**config.mk**
```make
export PLATFORM = sky130hd
export DESIGN_NAME = apb_req_arbiter
export DESIGN_NICKNAME = d
export VERILOG_FILES = /design/src/rtl/apb_arb_pkg.sv /design/src/rtl/apb_req_arbiter_rr_arbiter.sv /design/src/rtl/apb_req_arbiter.sv
export SDC_FILE = /design/constraint.sdc
export NUM_CORES = 1
export LEC_CHECK = 0
export ABC_CLOCK_PERIOD_IN_PS = 1420
export BUFFER_PORTS_ARGS = -buffer_cell sky130_fd_sc_hd__clkbuf_2
export CORE_MARGIN = 3
export CORE_UTILIZATION = 45
export CTS_BUF_LIST = sky130_fd_sc_hd__clkbuf_8
export DETAILED_ROUTE_END_ITERATION = 7
export PLACE_DENSITY_LB_ADDON = 0.12
export SYNTH_ARGS = -nofsm -noshare
export SYNTH_HDL_FRONTEND = slang
export SYNTH_SLANG_ARGS = --single-unit
```
**constraint.sdc**
```tcl
create_clock -name PCLK -period 1.42 [get_ports PCLK]
set_input_delay 0.142 -clock PCLK [delete_from_list [all_inputs] [get_ports PCLK]]
set_output_delay 0.142 -clock PCLK [all_outputs]
set_load 0.03 [all_outputs]
```
**src/rtl/apb_arb_pkg.sv**
```systemverilog
// Shared definitions for the round-robin APB requester arbiter.
package apb_arb_pkg;

  typedef enum logic [1:0] {
    ST_IDLE   = 2'd0,
    ST_SETUP  = 2'd1,
    ST_ACCESS = 2'd2
  } state_t;

  localparam int DEF_NUM_REQ     = 2;
  localparam int DEF_ADDR_W      = 32;
  localparam int DEF_DATA_W      = 32;
  localparam int DEF_TIMEOUT_CYC = 16;

endpackage

```
**src/rtl/apb_req_arbiter_rr_arbiter.sv**
```systemverilog
// Combinational round-robin pick: first set request after the last grant.
module rr_arbiter #(
  parameter int NUM_REQ = 2,
  parameter int IDX_W   = 1
) (
  input  logic [NUM_REQ-1:0] req,
  input  logic [IDX_W-1:0]   last,
  output logic [NUM_REQ-1:0] gnt,
  output logic [IDX_W-1:0]   gnt_idx,
  output logic               gnt_any
);

  logic [IDX_W-1:0] cand;

  always_comb begin
    gnt     = '0;
    gnt_idx = '0;
    gnt_any = 1'b0;
    cand    = '0;
    for (int off = 1; off <= NUM_REQ; off++) begin
      cand = IDX_W'((int'(last) + off) % NUM_REQ);
      if (!gnt_any && req[cand]) begin
        gnt_any = 1'b1;
        gnt_idx = cand;
      end
    end
    if (gnt_any) gnt[gnt_idx] = 1'b1;
  end

endmodule

```
**src/rtl/apb_req_arbiter.sv**
```systemverilog
// Round-robin APB master sharing one completer between NUM_REQ requesters.
// Optional ACCESS timeout abort enabled by defining APB_TIMEOUT_EN.
module apb_req_arbiter
  import apb_arb_pkg::*;
#(
  parameter int NUM_REQ     = DEF_NUM_REQ,
  parameter int ADDR_W      = DEF_ADDR_W,
  parameter int DATA_W      = DEF_DATA_W,
  parameter int TIMEOUT_CYC = DEF_TIMEOUT_CYC
) (
  input  logic                      PCLK,
  input  logic                      PRESETn,
  input  logic [NUM_REQ-1:0]        req_valid,
  input  logic [NUM_REQ-1:0]        req_write,
  input  logic [NUM_REQ*ADDR_W-1:0] req_addr,
  input  logic [NUM_REQ*DATA_W-1:0] req_wdata,
  output logic [NUM_REQ-1:0]        req_ready,
  output logic [NUM_REQ-1:0]        rsp_valid,
  output logic [DATA_W-1:0]         rsp_rdata,
  output logic                      rsp_err,
  output logic                      PSEL,
  output logic                      PENABLE,
  output logic                      PWRITE,
  output logic [ADDR_W-1:0]         PADDR,
  output logic [DATA_W-1:0]         PWDATA,
  input  logic [DATA_W-1:0]         PRDATA,
  input  logic                      PREADY
);

  localparam int IDX_W = (NUM_REQ > 1) ? $clog2(NUM_REQ) : 1;

  state_t             state, state_nxt;
  logic [IDX_W-1:0]   last;
  logic [IDX_W-1:0]   gnt_idx;
  logic [NUM_REQ-1:0] gnt;
  logic [NUM_REQ-1:0] sel_oh;
  logic               gnt_any;
  logic               take;
  logic               done;
  logic               abort;

  rr_arbiter #(.NUM_REQ(NUM_REQ), .IDX_W(IDX_W)) u_rr (
    .req     (req_valid),
    .last    (last),
    .gnt     (gnt),
    .gnt_idx (gnt_idx),
    .gnt_any (gnt_any)
  );

  // last doubles as the index of the requester owning the current transfer
  assign sel_oh    = NUM_REQ'(1) << last;
  assign take      = (state == ST_IDLE) && gnt_any;
  assign done      = (state == ST_ACCESS) && PREADY;
  assign PSEL      = (state != ST_IDLE);
  assign PENABLE   = (state == ST_ACCESS);
  assign req_ready = (state == ST_SETUP) ? sel_oh : '0;

`ifdef APB_TIMEOUT_EN
  localparam int             TO_W    = $clog2(TIMEOUT_CYC + 1);
  localparam logic [TO_W-1:0] TO_LAST = TO_W'(TIMEOUT_CYC - 1);

  logic [TO_W-1:0] to_cnt;

  // counts wait states; abort fires on the TIMEOUT_CYC-th low-PREADY cycle
  assign abort = (state == ST_ACCESS) && !PREADY && (to_cnt == TO_LAST);

  always_ff @(posedge PCLK or negedge PRESETn) begin
    if (!PRESETn)                          to_cnt <= '0;
    else if (state == ST_SETUP)            to_cnt <= '0;
    else if (state == ST_ACCESS && !PREADY) to_cnt <= to_cnt + 1'b1;
  end
`else
  logic to_unused;
  assign to_unused = (TIMEOUT_CYC > 0);
  assign abort     = 1'b0;
`endif

  always_comb begin
    state_nxt = state;
    case (state)
      ST_IDLE:   if (gnt_any) state_nxt = ST_SETUP;
      ST_SETUP:  state_nxt = ST_ACCESS;
      ST_ACCESS: if (done || abort) state_nxt = ST_IDLE;
      default:   state_nxt = ST_IDLE;
    endcase
  end

  always_ff @(posedge PCLK or negedge PRESETn) begin
    if (!PRESETn) begin
      state     <= ST_IDLE;
      last      <= IDX_W'(NUM_REQ - 1);
      PWRITE    <= 1'b0;
      PADDR     <= '0;
      PWDATA    <= '0;
      rsp_valid <= '0;
      rsp_rdata <= '0;
      rsp_err   <= 1'b0;
    end else begin
      state     <= state_nxt;
      rsp_valid <= '0;
      if (take) begin
        last   <= gnt_idx;
        PWRITE <= |(req_write & gnt);
        PADDR  <= req_addr[int'(gnt_idx)*ADDR_W +: ADDR_W];
        PWDATA <= req_wdata[int'(gnt_idx)*DATA_W +: DATA_W];
      end
      if (done) begin
        rsp_valid <= sel_oh;
        rsp_rdata <= PWRITE ? '0 : PRDATA;
        rsp_err   <= 1'b0;
      end else if (abort) begin
        rsp_valid <= sel_oh;
        rsp_rdata <= '0;
        rsp_err   <= 1'b1;
      end
    end
  end

endmodule

```
==> impl_metrics.prom <==
# TYPE chip_impl_metric gauge
chip_impl_info{name="result_of_the_run",value="complete, but fails checks"} 1
chip_impl_info{name="failed_checks",value="negative setup slack"} 1
chip_impl_metric{name="layout_area_overhead",unit="%"} 45.9
chip_impl_metric{name="fp.dieArea",unit="um2"} 11500
chip_impl_metric{name="syn_inst",unit=""} 523
chip_impl_metric{name="hold_viol",unit=""} 0
chip_impl_metric{name="finClkSkew",unit="ns"} 0.00646
chip_impl_metric{name="design.final.nets",unit=""} 978
chip_impl_metric{name="clock_sink_count",unit=""} 102
chip_impl_info{name="rsz0062_at_grt",value="yes"} 1
chip_impl_metric{name="mappedNetlistNets",unit=""} 690
chip_impl_metric{name="design.core.area",unit="um2"} 9860
chip_impl_metric{name="synth.cell_area",unit="um2"} 4610
chip_impl_metric{name="antenna_cells",unit=""} 0
chip_impl_metric{name="register_bit_total_from_synthesis",unit=""} 102
chip_impl_metric{name="io_buffers",unit=""} 269
chip_impl_metric{name="dpl.cell_count",unit=""} 891
chip_impl_metric{name="dr_total_vias",unit=""} 4878
chip_impl_metric{name="tritoncts.num_buffers",unit=""} 9
chip_impl_metric{name="pre_cts_setup_slack",unit="ns"} -0.154
chip_impl_info{name="tritoncts",value="done"} 1
chip_impl_metric{name="path_clk_slew",unit="ns"} 0.09
chip_impl_metric{name="final_max_slew_viols",unit=""} 0
chip_impl_metric{name="vias_per_cell",unit=""} 5.14
chip_impl_metric{name="register_area",unit="um2"} 2560
chip_impl_info{name="crit_path_end_kind",value="register"} 1
chip_impl_metric{name="max_slew_margin",unit="%"} 64.3
chip_impl_metric{name="track_usage",unit="%"} 26.2
chip_impl_metric{name="totalPowerFinal",unit="W"} 0.0153
chip_impl_metric{name="yosysSeqAreaShare",unit="%"} 55.4
chip_impl_metric{name="cap_violations",unit=""} 0
chip_impl_info{name="critical_path_class",value="register to register"} 1
chip_impl_metric{name="synth_warnings",unit=""} 0
chip_impl_metric{name="first_global_vias",unit=""} 4770
chip_impl_metric{name="power.static_leakage",unit="nW"} 3.44
chip_impl_metric{name="slew_of_the_pin_with_the_lowest_slew_margin",unit="ns"} 0.535
chip_impl_info{name="startpoint_type",value="register"} 1
chip_impl_metric{name="h_tree_levels",unit=""} 3
chip_impl_metric{name="setup-violations-final",unit=""} 1
chip_impl_info{name="cts_root_buffer",value="sky130_fd_sc_hd__clkbuf_8"} 1
chip_impl_metric{name="drt_pre_antenna_iters",unit=""} 5
chip_impl_metric{name="grt_antenna_before_repair",unit=""} 0
chip_impl_metric{name="cellPowerDensity",unit="nW/um2"} 2280
chip_impl_metric{name="timing.fmax",unit="MHz"} 701
chip_impl_metric{name="std_cell_rows",unit=""} 36
chip_impl_metric{name="postLayoutSetupSlackWorst",unit="ns"} -0.00744
chip_impl_metric{name="gp_congestion",unit=""} 0.829
chip_impl_metric{name="start_util",unit="%"} 46.8
chip_impl_metric{name="clk_latency",unit="ns"} 0.36
chip_impl_metric{name="design.portCount",unit=""} 271
chip_impl_metric{name="layoutNonFillerInstCount",unit=""} 949
chip_impl_info{name="most_frequent_cells_in_the_layout",value="sky130_fd_sc_hd__clkbuf_2 (264), sky130_fd_sc_hd__nand2_1 (162), sky130_fd_sc_hd__dfrtp_1 (99)"} 1
chip_impl_metric{name="die-height",unit="um"} 107
chip_impl_metric{name="worst_case_clock_buffer_depth",unit=""} 2
chip_impl_metric{name="totalWireLength",unit="um"} 15600
chip_impl_metric{name="ratio_of_cells_with_drive_above_1_in_the_final_layout",unit="%"} 39.1
chip_impl_info{name="holdCritPathClass",value="primary input to register"} 1
chip_impl_metric{name="floorplan.die.width",unit="um"} 107
chip_impl_metric{name="maximum_number_of_pins_on_one_net_before_global_route_repair",unit=""} 103
chip_impl_metric{name="total_negative_slack_for_setup_checks",unit="ns"} -0.00744
chip_impl_metric{name="ant_nets",unit=""} 0
chip_impl_metric{name="dp_hpwl",unit="um"} 10100
chip_impl_metric{name="post_synth.cell_area_avg",unit="um2"} 8.82
chip_impl_metric{name="grt-ovfl-total",unit=""} 0
chip_impl_metric{name="first_pass_grt_wire_length",unit="um"} 23700
chip_impl_metric{name="ir_worst_vdd",unit="V"} 0.00119
chip_impl_info{name="layout_commonest_cell",value="sky130_fd_sc_hd__clkbuf_2"} 1
chip_impl_metric{name="final.period_utilization",unit="%"} 101
chip_impl_metric{name="timing.hold.ws",unit="ns"} 0.0111
chip_impl_metric{name="worst_path_required_time",unit="ns"} 1.69
chip_impl_metric{name="timing.critical_path.fanout_max",unit=""} 43
chip_impl_metric{name="drc_errors",unit=""} 0
chip_impl_metric{name="cp.arrival",unit="ns"} 1.70
chip_impl_metric{name="dr.first_iter.drc_count",unit=""} 285
chip_impl_metric{name="final.fill_count",unit=""} 855
chip_impl_metric{name="yosys.cell_types.count",unit=""} 20
chip_impl_metric{name="layout_min_cycle_time",unit="ns"} 1.43
chip_impl_metric{name="wl_per_cell",unit="um"} 16.5
chip_impl_metric{name="multiInputGateArea",unit="um2"} 1850
[synth_stat cells]
| cell type | number | area, um2 |
|---|---|---|
| sky130_fd_sc_hd__dfstp_2 | 1 | 26.3 |
| sky130_fd_sc_hd__a21boi_1 | 1 | 7.51 |
| sky130_fd_sc_hd__nor2_1 | 4 | 15.0 |
| sky130_fd_sc_hd__and2_4 | 1 | 8.76 |
| sky130_fd_sc_hd__nand3b_1 | 1 | 7.51 |
| sky130_fd_sc_hd__o21ai_0 | 33 | 165 |
| sky130_fd_sc_hd__a21bo_2 | 1 | 10.0 |
| sky130_fd_sc_hd__a21oi_1 | 66 | 330 |
| sky130_fd_sc_hd__nand2_1 | 162 | 608 |
| sky130_fd_sc_hd__dfrtp_1 | 101 | 2530 |
| sky130_fd_sc_hd__or2_1 | 1 | 6.26 |
| sky130_fd_sc_hd__buf_2 | 25 | 125 |
| sky130_fd_sc_hd__inv_1 | 3 | 11.3 |
| sky130_fd_sc_hd__nand2b_1 | 34 | 213 |
| sky130_fd_sc_hd__clkbuf_1 | 12 | 45.0 |
| sky130_fd_sc_hd__nor2_2 | 1 | 6.26 |
| sky130_fd_sc_hd__a31oi_1 | 66 | 413 |
| sky130_fd_sc_hd__conb_1 | 1 | 3.75 |
| sky130_fd_sc_hd__buf_4 | 5 | 37.5 |
| sky130_fd_sc_hd__buf_6 | 4 | 45.0 |
[metrics by stage]
step | cell area [um2] | util [%]
final | 6730 | 68.2
after global routing | 6730 | 68.2
after CTS | 6670 | 67.6
after detailed placement | 6040 | 61.3
after global placement | 6040 | 61.3
after floorplan | 4610 | -
[power by group]
part,total [W],switching (W),internal [W]
registers,0.00506,0.000807,0.00425
logic,0.00863,0.00574,0.00289
clock network,0.00163,0.000962,0.000665
[per-layer routing]
metal | track usage (%) | wire length (um) | up-vias
met4 | 8.58 | 301 | 0
met3 | 6.08 | 1320 | 24
li1 | - | - | 2350
met1 | 32.0 | 6060 | 2291
met2 | 45.7 | 7960 | 213
met5 | 0 | 0 | -
[area by class of cell]
type                    count  share of cell area, %
well taps                 133                   2.47
inverters                   3                  0.204
flip-flops and latches    102                   38.0
clock inverters             6                  0.446
multi-input cells         375                   27.6
clock buffers              10                   2.04
repair buffers            320                   29.3
[worst max-delay path, cell delays in order, from the launching register on]
cell,delay [ns]
sky130_fd_sc_hd__dfrtp_2,0.45
sky130_fd_sc_hd__nor2_4,0.18
sky130_fd_sc_hd__clkbuf_8,0.35
sky130_fd_sc_hd__a21oi_1,0.14
sky130_fd_sc_hd__a31oi_1,0.21
[state kept, by name (all words and copies together), names as in the netlist]
name       cells
PADDR         32
PWDATA        32
rsp_rdata     32
rsp_valid      2
state          2
PWRITE         1
last           1
[cells by family (layout without fill, tap and decap cells)]
kind of cell / count (synthesis) / after routing / synth area share, %
and+or+nand+nor: 204 / 207 / 18.7
AOI/OAI and AO/OA: 167 / 167 / 20.1
other: 1 / 1 / 0.0813
buffers and inverters: 49 / 339 / 5.72
DFF: 102 / 102 / 55.4
[final timing paths]
path	from	end	slack, ns	depth (start not counted)
setup / recovery	state[1]$_DFFE_PN0P_	PWDATA[8]$_DFFE_PN0P_	-0.007	4
hold / removal	req_addr[13]	PADDR[13]$_DFFE_PN0P_	0.01	3
setup reg to reg	state[1]$_DFFE_PN0P_	PWDATA[8]$_DFFE_PN0P_	-0.007	4
hold reg to reg	rsp_rdata[30]$_DFFE_PN0P_	rsp_rdata[30]$_DFFE_PN0P_	0.49	2
max in group asynchronous	PRESETn	state[1]$_DFFE_PN0P_	0.62	3
min in group asynchronous	PRESETn	rsp_rdata[31]$_DFFE_PN0P_	0.38	3
[timing repair]
action / CTS / global route
setup endpoints to repair: 68 / 25
gates cloned: 4 / 1
resized for setup: 17 / 12
setup buffers: 7 / 0
hold buffers: 29 / 1
hold endpoints to repair: 125 / 1
pin swaps: 3 / 1
(Power assumes the default switching activity.)
